[src/rtl/i2c_slv_regbank.sv]
`default_nettype none
// ============================================================================
// Module   : i2c_slv_regbank
// Brief    : I2C slave with glitch-filtered inputs, START/STOP decode, 7-bit
//            address match and a pointer-addressed register bank with
//            auto-increment, shared with a local host port.
// Revision : 1.0 - first release
// ============================================================================
module i2c_slv_regbank #(
    parameter int         DATA_SZ  = 8,
    parameter logic [6:0] ADDR_SLV = 7'h50,
    parameter int         REG_NUM  = 16,
    parameter int         FLT_LEN  = 3
) (
    input  logic                       CLK,
    input  logic                       RST,
    input  logic                       I_SCL,
    input  logic                       I_SDA,
    output logic                       O_SDA_OE,
    input  logic [$clog2(REG_NUM)-1:0] I_HST_ADDR,
    input  logic                       I_HST_WE,
    input  logic [DATA_SZ-1:0]         I_HST_DATA,
    output logic [DATA_SZ-1:0]         O_HST_DATA,
    output logic                       O_WR_STB,
    output logic [$clog2(REG_NUM)-1:0] O_WR_ADDR,
    output logic                       O_RD_STB,
    output logic                       O_BUSY,
    output logic                       O_ERR
);

    localparam int                   c_ptr_w    = $clog2(REG_NUM);
    localparam logic [3:0]           c_flt_last = 4'(FLT_LEN - 1);
    localparam logic [c_ptr_w-1:0]   c_ptr_one  = 1;

    typedef enum logic [3:0] {
        S_IDLE     = 4'd0,
        S_ADDR     = 4'd1,
        S_ADDR_ACK = 4'd2,
        S_PTR      = 4'd3,
        S_PTR_ACK  = 4'd4,
        S_WR       = 4'd5,
        S_WR_ACK   = 4'd6,
        S_RD       = 4'd7,
        S_RD_ACK   = 4'd8,
        S_IGNORE   = 4'd9
    } state_t;

    // ------------------------------------------------------------------
    // Input conditioning: index 0 is SCL, index 1 is SDA
    // ------------------------------------------------------------------
    logic [1:0] w_raw;
    logic [1:0] r_sync1;
    logic [1:0] r_sync2;
    logic [1:0] r_filt;
    logic [1:0] r_filt_d;
    logic [3:0] r_fcnt [2];

    assign w_raw = {I_SDA, I_SCL};

    always_ff @(posedge CLK) begin
        if (RST) begin
            r_sync1  <= 2'b11;
            r_sync2  <= 2'b11;
            r_filt   <= 2'b11;
            r_filt_d <= 2'b11;
            for (int i = 0; i < 2; i++) begin
                r_fcnt[i] <= '0;
            end
        end else begin
            r_sync1  <= w_raw;
            r_sync2  <= r_sync1;
            r_filt_d <= r_filt;
            // The filtered level only moves after FLT_LEN consecutive disagreeing samples
            for (int i = 0; i < 2; i++) begin
                if (r_sync2[i] == r_filt[i]) begin
                    r_fcnt[i] <= '0;
                end else if (r_fcnt[i] == c_flt_last) begin
                    r_filt[i] <= r_sync2[i];
                    r_fcnt[i] <= '0;
                end else begin
                    r_fcnt[i] <= r_fcnt[i] + 4'd1;
                end
            end
        end
    end

    logic w_scl_rise;
    logic w_scl_fall;
    logic w_sda_rise;
    logic w_sda_fall;
    logic w_start;
    logic w_stop;

    assign w_scl_rise = r_filt[0] & ~r_filt_d[0];
    assign w_scl_fall = ~r_filt[0] & r_filt_d[0];
    assign w_sda_rise = r_filt[1] & ~r_filt_d[1];
    assign w_sda_fall = ~r_filt[1] & r_filt_d[1];
    assign w_start    = w_sda_fall & r_filt[0];
    assign w_stop     = w_sda_rise & r_filt[0];

    // ------------------------------------------------------------------
    // Protocol state and register bank
    // ------------------------------------------------------------------
    state_t               r_state;
    logic [7:0]           r_shift;
    logic [2:0]           r_bitcnt;
    logic                 r_phase;
    logic                 r_rw;
    logic                 r_mack;
    logic [c_ptr_w-1:0]   r_ptr;
    logic                 r_sda_oe;
    logic                 r_busy;
    logic                 r_err;
    logic                 r_wr_stb;
    logic [c_ptr_w-1:0]   r_wr_addr;
    logic                 r_rd_stb;
    logic [DATA_SZ-1:0]   r_bank [REG_NUM];
    logic [DATA_SZ-1:0]   r_hst_rdata;

    logic [7:0]           w_byte;
    logic [c_ptr_w-1:0]   w_ptr_inc;
    logic                 w_rx_state;
    logic                 w_in_byte;
    logic                 w_i2c_we;

    assign w_byte     = {r_shift[6:0], r_filt[1]};
    assign w_ptr_inc  = r_ptr + c_ptr_one;
    assign w_rx_state = (r_state == S_ADDR) || (r_state == S_PTR) ||
                        (r_state == S_WR)   || (r_state == S_RD);
    assign w_in_byte  = w_rx_state && (r_bitcnt != 3'd0) && r_busy;
    assign w_i2c_we   = (r_state == S_WR) && w_scl_rise && (r_bitcnt == 3'd7) &&
                        !w_start && !w_stop;

    always_ff @(posedge CLK) begin
        if (RST) begin
            r_state   <= S_IDLE;
            r_shift   <= '0;
            r_bitcnt  <= '0;
            r_phase   <= 1'b0;
            r_rw      <= 1'b0;
            r_mack    <= 1'b0;
            r_ptr     <= '0;
            r_sda_oe  <= 1'b0;
            r_busy    <= 1'b0;
            r_err     <= 1'b0;
            r_wr_stb  <= 1'b0;
            r_wr_addr <= '0;
            r_rd_stb  <= 1'b0;
        end else begin
            r_wr_stb <= 1'b0;
            r_rd_stb <= 1'b0;
            if (w_stop) begin
                if (w_in_byte) begin
                    r_err <= 1'b1;
                end
                r_state  <= S_IDLE;
                r_sda_oe <= 1'b0;
                r_busy   <= 1'b0;
                r_bitcnt <= '0;
                r_phase  <= 1'b0;
            end else if (w_start) begin
                if (w_in_byte) begin
                    r_err <= 1'b1;
                end
                r_state  <= S_ADDR;
                r_sda_oe <= 1'b0;
                r_bitcnt <= '0;
                r_phase  <= 1'b0;
            end else begin
                case (r_state)
                    S_ADDR, S_PTR, S_WR: begin
                        if (w_scl_rise) begin
                            r_shift  <= w_byte;
                            r_bitcnt <= r_bitcnt + 3'd1;
                            if (r_bitcnt == 3'd7) begin
                                r_phase <= 1'b0;
                                if (r_state == S_ADDR) begin
                                    if (w_byte[7:1] == ADDR_SLV) begin
                                        r_state <= S_ADDR_ACK;
                                        r_rw    <= w_byte[0];
                                        r_busy  <= 1'b1;
                                    end else begin
                                        r_state <= S_IGNORE;
                                        r_busy  <= 1'b0;
                                    end
                                end else if (r_state == S_PTR) begin
                                    r_ptr   <= w_byte[c_ptr_w-1:0];
                                    r_state <= S_PTR_ACK;
                                end else begin
                                    r_wr_stb  <= 1'b1;
                                    r_wr_addr <= r_ptr;
                                    r_ptr     <= w_ptr_inc;
                                    r_state   <= S_WR_ACK;
                                end
                            end
                        end
                    end
                    // First falling edge starts the ACK pulse, the second ends it
                    S_ADDR_ACK, S_PTR_ACK, S_WR_ACK: begin
                        if (w_scl_fall) begin
                            if (!r_phase) begin
                                r_sda_oe <= 1'b1;
                                r_phase  <= 1'b1;
                            end else begin
                                r_phase <= 1'b0;
                                if ((r_state == S_ADDR_ACK) && r_rw) begin
                                    r_shift  <= r_bank[r_ptr];
                                    r_sda_oe <= ~r_bank[r_ptr][7];
                                    r_rd_stb <= 1'b1;
                                    r_state  <= S_RD;
                                end else begin
                                    r_sda_oe <= 1'b0;
                                    r_state  <= (r_state == S_ADDR_ACK) ? S_PTR : S_WR;
                                end
                            end
                        end
                    end
                    S_RD: begin
                        if (w_scl_rise) begin
                            r_bitcnt <= r_bitcnt + 3'd1;
                            if (r_bitcnt == 3'd7) begin
                                r_state <= S_RD_ACK;
                                r_phase <= 1'b0;
                            end
                        end else if (w_scl_fall) begin
                            r_shift  <= {r_shift[6:0], 1'b0};
                            r_sda_oe <= ~r_shift[6];
                        end
                    end
                    S_RD_ACK: begin
                        if (w_scl_rise) begin
                            r_mack  <= ~r_filt[1];
                            r_phase <= 1'b1;
                        end else if (w_scl_fall && !r_phase) begin
                            r_sda_oe <= 1'b0;
                        end else if (w_scl_fall && r_phase) begin
                            r_phase <= 1'b0;
                            if (r_mack) begin
                                r_ptr    <= w_ptr_inc;
                                r_shift  <= r_bank[w_ptr_inc];
                                r_sda_oe <= ~r_bank[w_ptr_inc][7];
                                r_rd_stb <= 1'b1;
                                r_state  <= S_RD;
                            end else begin
                                r_sda_oe <= 1'b0;
                                r_state  <= S_IGNORE;
                            end
                        end
                    end
                    S_IDLE, S_IGNORE: begin
                        r_sda_oe <= 1'b0;
                    end
                    default: begin
                        r_state  <= S_IDLE;
                        r_sda_oe <= 1'b0;
                    end
                endcase
            end
        end
    end

    // I2C write is ordered after the host write so it wins on a shared index
    always_ff @(posedge CLK) begin
        if (RST) begin
            for (int i = 0; i < REG_NUM; i++) begin
                r_bank[i] <= '0;
            end
            r_hst_rdata <= '0;
        end else begin
            if (I_HST_WE) begin
                r_bank[I_HST_ADDR] <= I_HST_DATA;
            end
            if (w_i2c_we) begin
                r_bank[r_ptr] <= w_byte;
            end
            r_hst_rdata <= r_bank[I_HST_ADDR];
        end
    end

    assign O_SDA_OE   = r_sda_oe;
    assign O_HST_DATA = r_hst_rdata;
    assign O_WR_STB   = r_wr_stb;
    assign O_WR_ADDR  = r_wr_addr;
    assign O_RD_STB   = r_rd_stb;
    assign O_BUSY     = r_busy;
    assign O_ERR      = r_err;

endmodule
`default_nettype wire

[config.mk]
export PLATFORM = sky130hd
export DESIGN_NAME = i2c_slv_regbank
export DESIGN_NICKNAME = d
export VERILOG_FILES = /design/src/rtl/i2c_slv_regbank.sv
export SDC_FILE = /design/constraint.sdc
export NUM_CORES = 1
export LEC_CHECK = 0
export ABC_AREA = 1
export CAP_MARGIN = 20
export CORE_MARGIN = 3
export CORE_UTILIZATION = 39
export CTS_CLUSTER_DIAMETER = 60
export DETAILED_ROUTE_END_ITERATION = 8
export HOLD_SLACK_MARGIN = 0.03
export PLACE_DENSITY_LB_ADDON = 0.05
export SYNTH_ARGS = -nofsm -noshare
export SYNTH_HDL_FRONTEND = slang
export SYNTH_SLANG_ARGS = --single-unit
[constraint.sdc]
create_clock -name CLK -period 2.3 [get_ports CLK]
set_clock_uncertainty 0.05 [all_clocks]
set_input_delay 0.575 -clock CLK [delete_from_list [all_inputs] [get_ports CLK]]
set_output_delay 0.575 -clock CLK [all_outputs]
set_load 0.02 [all_outputs]
==> summary.txt, run 1 <==
wire length of the first global-routing pass: 73,800 um
sort of element at the end of the critical path: flip-flop
Synth Register Bits: 186
CTS tree: built
RePlAce Congestion: 0.959
Register-to-Register Path Depth: 10
number of ports placed on the die boundary: 34
number of input and output port buffers inserted: 33
worst hold path stage count: 1
share of flip-flops with an asynchronous set or reset after synthesis: 0
clock period minus worst slack: 2220 ps
Worst Path Max Fanout: 11
number of instances in the synthesized netlist: 1,552
primary flip-flop cell chosen by synthesis mapping: sky130_fd_sc_hd__edfxtp_1
worst setup path category: flip-flop to flip-flop
overall die width: 180 um
root buffer cell: sky130_fd_sc_hd__clkbuf_16
number of DRC markers in iteration 0: 1,695
initial core utilization: 0.397
fraction of layout cells with a size suffix above 1: 0.137
number of synthesis warnings: 0
delay contributed by the slowest stage of the critical path: 340 ps
synthesized area: 11,800 um2
average footprint of a synthesized cell: 7.59 um2
kind of cell with the highest combined delay on the critical path: simple AND/OR/NAND/NOR gates
FF-to-FF setup slack: 80 ps
DPL Wire Length: 35,100 um
clock-pin slew on the worst setup and hold paths: 70 ps
share of synthesized area occupied by flip-flops and latches: 0.432
vias in the first global route: 11,300
PwrDens: 965 nW/um2
Final period util: 0.965
maximum frequency from static timing analysis: 451 MHz
site row count: 63
vias post-DR: 12,200
antenna viol nets, final: 0
path category of the worst min-delay check: flip-flop to flip-flop
Clk Latency, worst-skew pair: 460 ps
Post-synth EDFFs: 136
required time of the critical path: 2430 ps
slew at the pin with the worst max-slew slack: 498 ps
final-layout worst hold slack: 359 ps
aggregate negative setup slack: 0 ps
Static Leakage: 5.37 nW
DIE AREA: 32,300 um2
total grt overflow: 0
number of sinks driven by the clock tree: 186
number of inserted diodes: 0
wire length per cell: 24.4 um
count of endpoints failing hold in the final timing report: 0
wire length after detailed routing: 50,100 um
drt pass-1 iters: 6
Post-CTS Setup Repair Bufs: 0
maximum level of the CTS H-tree: 4
Critical Path Source Type: flip-flop
Critical R2R Launch: r_bitcnt[0]$_SDFFE_PP0P_
Buf+Inv Stages, Crit Path: 2
Total Nets Final: 1,682
critical path data arrival time: 2340 ps
maximum number of pins on one net before global-route repair: 74
Peak VDD IR: 1.16 mV
die span in y: 180 um
core footprint: 29,700 um2
final count of negative-setup-slack endpoints: 0
library cell contributing the largest single delay on the critical path: sky130_fd_sc_hd__dfxtp_1
RSZ-0062 raised after global routing: true
Post-route DRC: 0
post-synth cell types: 40
number of max-capacitance violations reported: 0
initial antenna violation count: 0
endpoint of the lowest-slack register-to-register path: r_bank[2][4]$_DFFE_PP_
area grow syn2layout: 21.1%
total count of max-transition violations in the final report: 0
CTS buffer count: 17
Hold Path Origin: r_sync1[0]$_SDFF_PP1_
Worst Hold End: r_sync2[0]$_SDFF_PP1_
global-route total usage across every layer: 0.305
cell-by-cell listing of the critical path: ha_1, ha_1, nand2_1, nor2_4, nand3_2, inv_4, nand3_2, buf_4, nand3_1, o21ai_0
buffers from clock root to sink, at most: 2
result of the run: finished, final reports clean
worst slew margin relative to its limit: 0.667
vias per inst: 5.94
==> worst max-delay path by stage <==
| stage | depth (start not counted) | slack [ps] | endpoint | from |
|---|---|---|---|---|
| 2_1_floorplan | 5 | 30 | r_bank[12][0]$_DFFE_PP_ | I_HST_ADDR[0] |
| 3_5_place_dp | 8 | -250 | r_bank[0][2]$_DFFE_PP_ | I_HST_ADDR[0] |
| 6_report | 10 | 80 | r_bank[2][4]$_DFFE_PP_ | r_bitcnt[0]$_SDFFE_PP0P_ |
| 5_1_grt | 10 | -50 | r_bank[2][4]$_DFFE_PP_ | r_bitcnt[0]$_SDFFE_PP0P_ |
| 4_1_cts | 10 | 40 | r_bank[0][1]$_DFFE_PP_ | r_filt[0]$_SDFFE_PP1N_ |
| 3_3_place_gp | 8 | -270 | O_HST_DATA[1]$_SDFF_PP0_ | I_HST_ADDR[0] |
==> cells by family (layout without fill, tap and decap cells) <==
group / after synthesis / count (layout) / synth area share
AO/OA/AOI/OAI: 443 / 443 / 0.205
XOR/XNOR: 8 / 8 / 0.00595
adder cells (fa/ha/maj): 11 / 11 / 0.0117
buffers and inverters: 236 / 344 / 0.0809
flip-flops: 186 / 186 / 0.432
other: 1 / 8 / 0.000318
AND/OR/NAND/NOR: 667 / 667 / 0.264
==> Yosys cell counts, types with 12 or more instances <==
cell,n,share of area
sky130_fd_sc_hd__nand3_1,294,0.12
sky130_fd_sc_hd__o21ai_0,195,0.083
sky130_fd_sc_hd__nand2_1,185,0.059
sky130_fd_sc_hd__nor2_1,144,0.046
sky130_fd_sc_hd__edfxtp_1,136,0.35
sky130_fd_sc_hd__inv_1,108,0.034
sky130_fd_sc_hd__o21ai_1,90,0.038
sky130_fd_sc_hd__clkbuf_1,87,0.028
sky130_fd_sc_hd__a21oi_1,73,0.031
sky130_fd_sc_hd__dfxtp_1,50,0.085
sky130_fd_sc_hd__a22oi_1,33,0.021
sky130_fd_sc_hd__o22ai_1,19,0.010
sky130_fd_sc_hd__o211ai_1,17,0.011
sky130_fd_sc_hd__buf_1,13,0.0041
sky130_fd_sc_hd__buf_2,12,0.0051
==> repair_timing <==
item                                    in CTS  in global routing
hold buffers                                 0                  0
resized for setup                            0                  7
endpoints found under the setup margin       0                 71
==> routing by layer <==
metal  global-route usage  up-vias  routed length [um]
met1                0.402     5808               20700
met2                0.495      590               23400
li1                     -     5687                   -
met3               0.0526      143                3590
met4                0.132        0                2450
met5                    0        -                   0
==> cells in the final DEF, fill, tap and decap left out, drive strengths merged <==
cell type / count
nor2: 147
o21a: 1
xor2: 5
bufinv: 4
buf: 162
o211ai: 17
nand3: 309
clkbuf: 18
clkinv: 11
nand3b: 11
o21ai: 285
a31oi: 1
o221ai: 4
nand4: 2
a41oi: 7
clkinvlp: 1
clkdlybuf4s50: 32
a211oi: 2
xnor2: 3
conb: 8
a21oi: 73
edfxtp: 136
ha: 11
dfxtp: 50
a22oi: 33
nor3: 7
o22ai: 19
inv: 116
o31ai: 1
nand2: 185
or2: 5
and2: 1
==> cell type report <==
cell class,count,area (um2)
Clock buffer,18,429
Clock inverter,14,193
Fill cell,2930,15400
Inverter,118,445
Multi-Input combinational cell,1137,5790
Sequential cell,186,5090
Tap cell,390,488
Timing Repair Buffer,194,1830
==> sequential cells by signal (all words and copies together), names as in the netlist, 3 cells and up, named ones only <==
signal / cells
r_fcnt: 8
r_state: 4
O_WR_ADDR: 4
r_shift: 7
O_HST_DATA: 8
r_bank: 128
r_ptr: 4
r_bitcnt: 3
==> through the flow <==
step,total power [mW],cells,utilization,worst slack [ps],area (um2)
after floorplan,7.56,1559,-,29.2,11800
after global placement,10.4,2025,0.459,-270,13600
after detailed placement,10.4,2025,0.459,-248,13600
after CTS,13.6,2057,0.480,41.5,14300
after global routing,14.4,2057,0.480,-53.0,14300
final,13.8,2057,0.480,80.4,14300
==> report_power, final <==
part	switching, mW	internal, mW
registers	0.258	3.89
logic	4.43	1.97
clock network	1.39	1.83
No activity file was read; power rests on OpenSTA's default activity.
==> inputs of run 2 (changes only) <==
Settings changed: ABC_CLOCK_PERIOD_IN_PS set to 2300.
==> results of run 2 <==
The final DEF is identical to that of run 1; final timing and power are the same.
==> inputs of run 3 (changes only) <==
Settings changed: CORE_ASPECT_RATIO set to 0.7, SETUP_SLACK_MARGIN set to 0.4.
==> summary.txt, run 3 (synthesis results as in run 1) <==
CTS tree: built
switching power as a share of total power: 0.454 (+0.0128)
most frequent cell on the critical path: sky130_fd_sc_hd__nand3_2
critical path data arrival time: 2360 ps (+20 ps)
maximum frequency from static timing analysis: 490 MHz (+8.7%)
number of inserted diodes: 0 (unchanged)
drt pass-1 iters: 6 (unchanged)
PwrDens: 914 nW/um2 (-5.2%)
path category of the worst min-delay check: flip-flop to flip-flop
vias per inst: 6.17 (+3.8%)
site row count: 52 (-17%)
core footprint: 29,300 um2 (-1.3%)
clock-pin slew on the worst setup and hold paths: 70 ps (about the same)
Worst Path Max Fanout: 8 (-3)
Clk Latency, worst-skew pair: 460 ps (about the same)
RSZ-0062 raised after global routing: true
worst slew margin relative to its limit: 0.481 (-0.186)
Static Leakage: 6.19 nW (+15%)
Critical Path Source Type: flip-flop
wire length after detailed routing: 54,600 um (+9.0%)
maximum number of pins on one net before global-route repair: 42 (-43%)
final-layout worst hold slack: 377 ps (+18.6 ps)
RePlAce Congestion: 0.993 (+3.6%)
Seq pwr share: 0.276 (-0.025)
die span in y: 151 um (-16%)
termination of the worst setup path: r_shift[6]$_SDFFE_PP0P_
vias post-DR: 13,200 (+7.6%)
final count of negative-setup-slack endpoints: 0 (unchanged)
required time of the critical path: 2610 ps (+180 ps)
Total Nets Final: 1,741 (+3.5%)
fraction of layout cells with a size suffix above 1: 0.324 (+0.187)
number of input and output port buffers inserted: 33 (unchanged)
number of max-capacitance violations reported: 0 (unchanged)
global-route total usage across every layer: 0.337 (+0.0320)
crit path launch: r_ptr[0]$_SDFFE_PP0N_
vias in the first global route: 11,800 (+5.0%)
FF-to-FF setup slack: 260 ps (+180 ps)
initial antenna violation count: 0 (unchanged)
count of endpoints failing hold in the final timing report: 0 (unchanged)
setup slack after layout: 257 ps (+177 ps)
total grt overflow: 0 (unchanged)
root buffer cell: sky130_fd_sc_hd__clkbuf_16
result of the run: finished, final reports clean
most common cell after layout, fill and taps aside: sky130_fd_sc_hd__nand3_1
DIE AREA: 32,400 um2 (+0.10%)
clock period minus worst slack: 2040 ps (-177 ps)
Critical R2R Launch: r_ptr[0]$_SDFFE_PP0N_
number of sinks driven by the clock tree: 186 (unchanged)
slew at the pin with the worst max-slew slack: 777 ps (+279 ps)
number of ports placed on the die boundary: 34 (unchanged)
number of DRC markers in iteration 0: 2,128 (+26%)
Most flops, register: r_bank
max reg flops: 128 (unchanged)
total count of max-transition violations in the final report: 0 (unchanged)
P_int: 8.35 mW (+8.6%)
DPL Wire Length: 36,400 um (+3.6%)
area grow syn2layout: 42.1%
initial core utilization: 0.402 (+0.00506)
worst setup path category: flip-flop to flip-flop
endpoint of the lowest-slack register-to-register path: r_shift[6]$_SDFFE_PP0P_
delay contributed by the slowest stage of the critical path: 380 ps (+40 ps)
Post-route DRC: 0 (unchanged)
worst hold path stage count: 1 (unchanged)
most frequent cells in the layout: 172 x sky130_fd_sc_hd__nand3_1, 165 x sky130_fd_sc_hd__nand2_1, 136 x sky130_fd_sc_hd__edfxtp_1, 123 x sky130_fd_sc_hd__o21ai_0, 119 x sky130_fd_sc_hd__buf_4
Peak VDD IR: 0.748 mV (-35%)
P_sw: 6.96 mW (+14%)
share of total power in combinational logic: 0.530 (+0.065)
sort of element at the end of the critical path: flip-flop
Post-Place Setup Slack: -308 ps (-60.1 ps)
library cell contributing the largest single delay on the critical path: sky130_fd_sc_hd__dfxtp_4
wire length of the first global-routing pass: 78,900 um (+6.9%)
Final Power: 15.3 mW (+11%)
Register-to-Register Path Depth: 12 (+2)
overall die width: 214 um (+19%)
CTS buffer count: 17 (unchanged)
clock network power share: 0.194 (-0.040)
antenna viol nets, final: 0 (unchanged)
maximum level of the CTS H-tree: 4 (unchanged)
cell-by-cell listing of the critical path: buf_4, ha_4, buf_4, xor2_4, buf_12, clkbuf_4, nand2_1, nand3_2, nand3_2, nand3_2, nand2_1, inv_1
buffers from clock root to sink, at most: 2 (unchanged)
Final period util: 0.888 (-0.0770)
wire length per cell: 25.6 um (+5.2%)
==> run 3: cell types whose count changed in the layout (fill, tap and decap cells not counted), moves of 18 or more <==
cell,delta
sky130_fd_sc_hd__clkdlybuf4s50_1,-18
sky130_fd_sc_hd__buf_6,+41
sky130_fd_sc_hd__nand3_2,+110
sky130_fd_sc_hd__nand3_1,-122
sky130_fd_sc_hd__o21ai_0,-70
sky130_fd_sc_hd__buf_4,-18
sky130_fd_sc_hd__o21ai_2,+59
sky130_fd_sc_hd__nor2_1,-31
sky130_fd_sc_hd__nand2_1,-19
==> run 3: through the flow <==
step,util,area (um2),TNS [ps],std cells
final,0.571,16700,0,2131
after global routing,0.571,16700,0,2131
after CTS,0.550,16100,0,2115
after detailed placement,0.474,13900,-43540,2029
after global placement,0.474,13900,-38020,2029
after floorplan,-,12200,0,1559
==> run 3: what timing repair did <==
action,4_1_cts,5_1_grt
setup endpoints to repair,299,277
pin swaps,29,41
gates resized for setup,314,143
hold buffers,0,0
cloned,18,1
setup buffers,36,15
==> run 3: metal layers <==
layer	vias to the layer above	share of wire	track usage
li1	5853	-	-
met1	6298	0.44	0.505
met2	864	0.41	0.473
met3	139	0.12	0.0795
met4	0	0.038	0.111
met5	-	0	0
==> run 3: worst max-delay path: cells and delay by family (launching register included) <==
family,cells,cell delay (ps)
buf+inv,5,710
xor+xnor,1,160
simple gates,5,470
flops,1,380
fa+ha+maj,1,170
==> run 3: how the worst min path moves through the flow <==
stage                               start               endpoint  slack (ps)
finish              r_sync1[0]$_SDFF_PP1_  r_sync2[0]$_SDFF_PP1_         380
global route        r_sync1[0]$_SDFF_PP1_  r_sync2[0]$_SDFF_PP1_         400
CTS                 r_sync1[0]$_SDFF_PP1_  r_sync2[0]$_SDFF_PP1_         390
detailed placement  r_sync1[0]$_SDFF_PP1_  r_sync2[0]$_SDFF_PP1_         360
global placement    r_sync1[0]$_SDFF_PP1_  r_sync2[0]$_SDFF_PP1_         350
floorplan           r_sync1[0]$_SDFF_PP1_  r_sync2[0]$_SDFF_PP1_         340
==> run 3: power groups by stage <==
| stage | combinational, mW | clock [mW] | sequential, mW |
|---|---|---|---|
| finish | 8.11 | 2.97 | 4.22 |
| global route | 8.50 | 3.15 | 4.24 |
| CTS | 7.37 | 3.01 | 4.19 |
| detailed placement | 6.07 | 0 | 4.25 |
| global placement | 6.06 | 0 | 4.26 |
| floorplan | 3.69 | 0 | 4.09 |
==> run 3: final cells by class <==
type | instances | area (um2)
repair inverters | 2 | 27.5
clock buffers | 20 | 479
repair buffers | 245 | 2740
clock inverters | 12 | 100
well taps | 405 | 507
multi-input cells | 1143 | 7310
inverters | 118 | 474
flip-flops and latches | 186 | 5110
fillers | 2657 | 12600
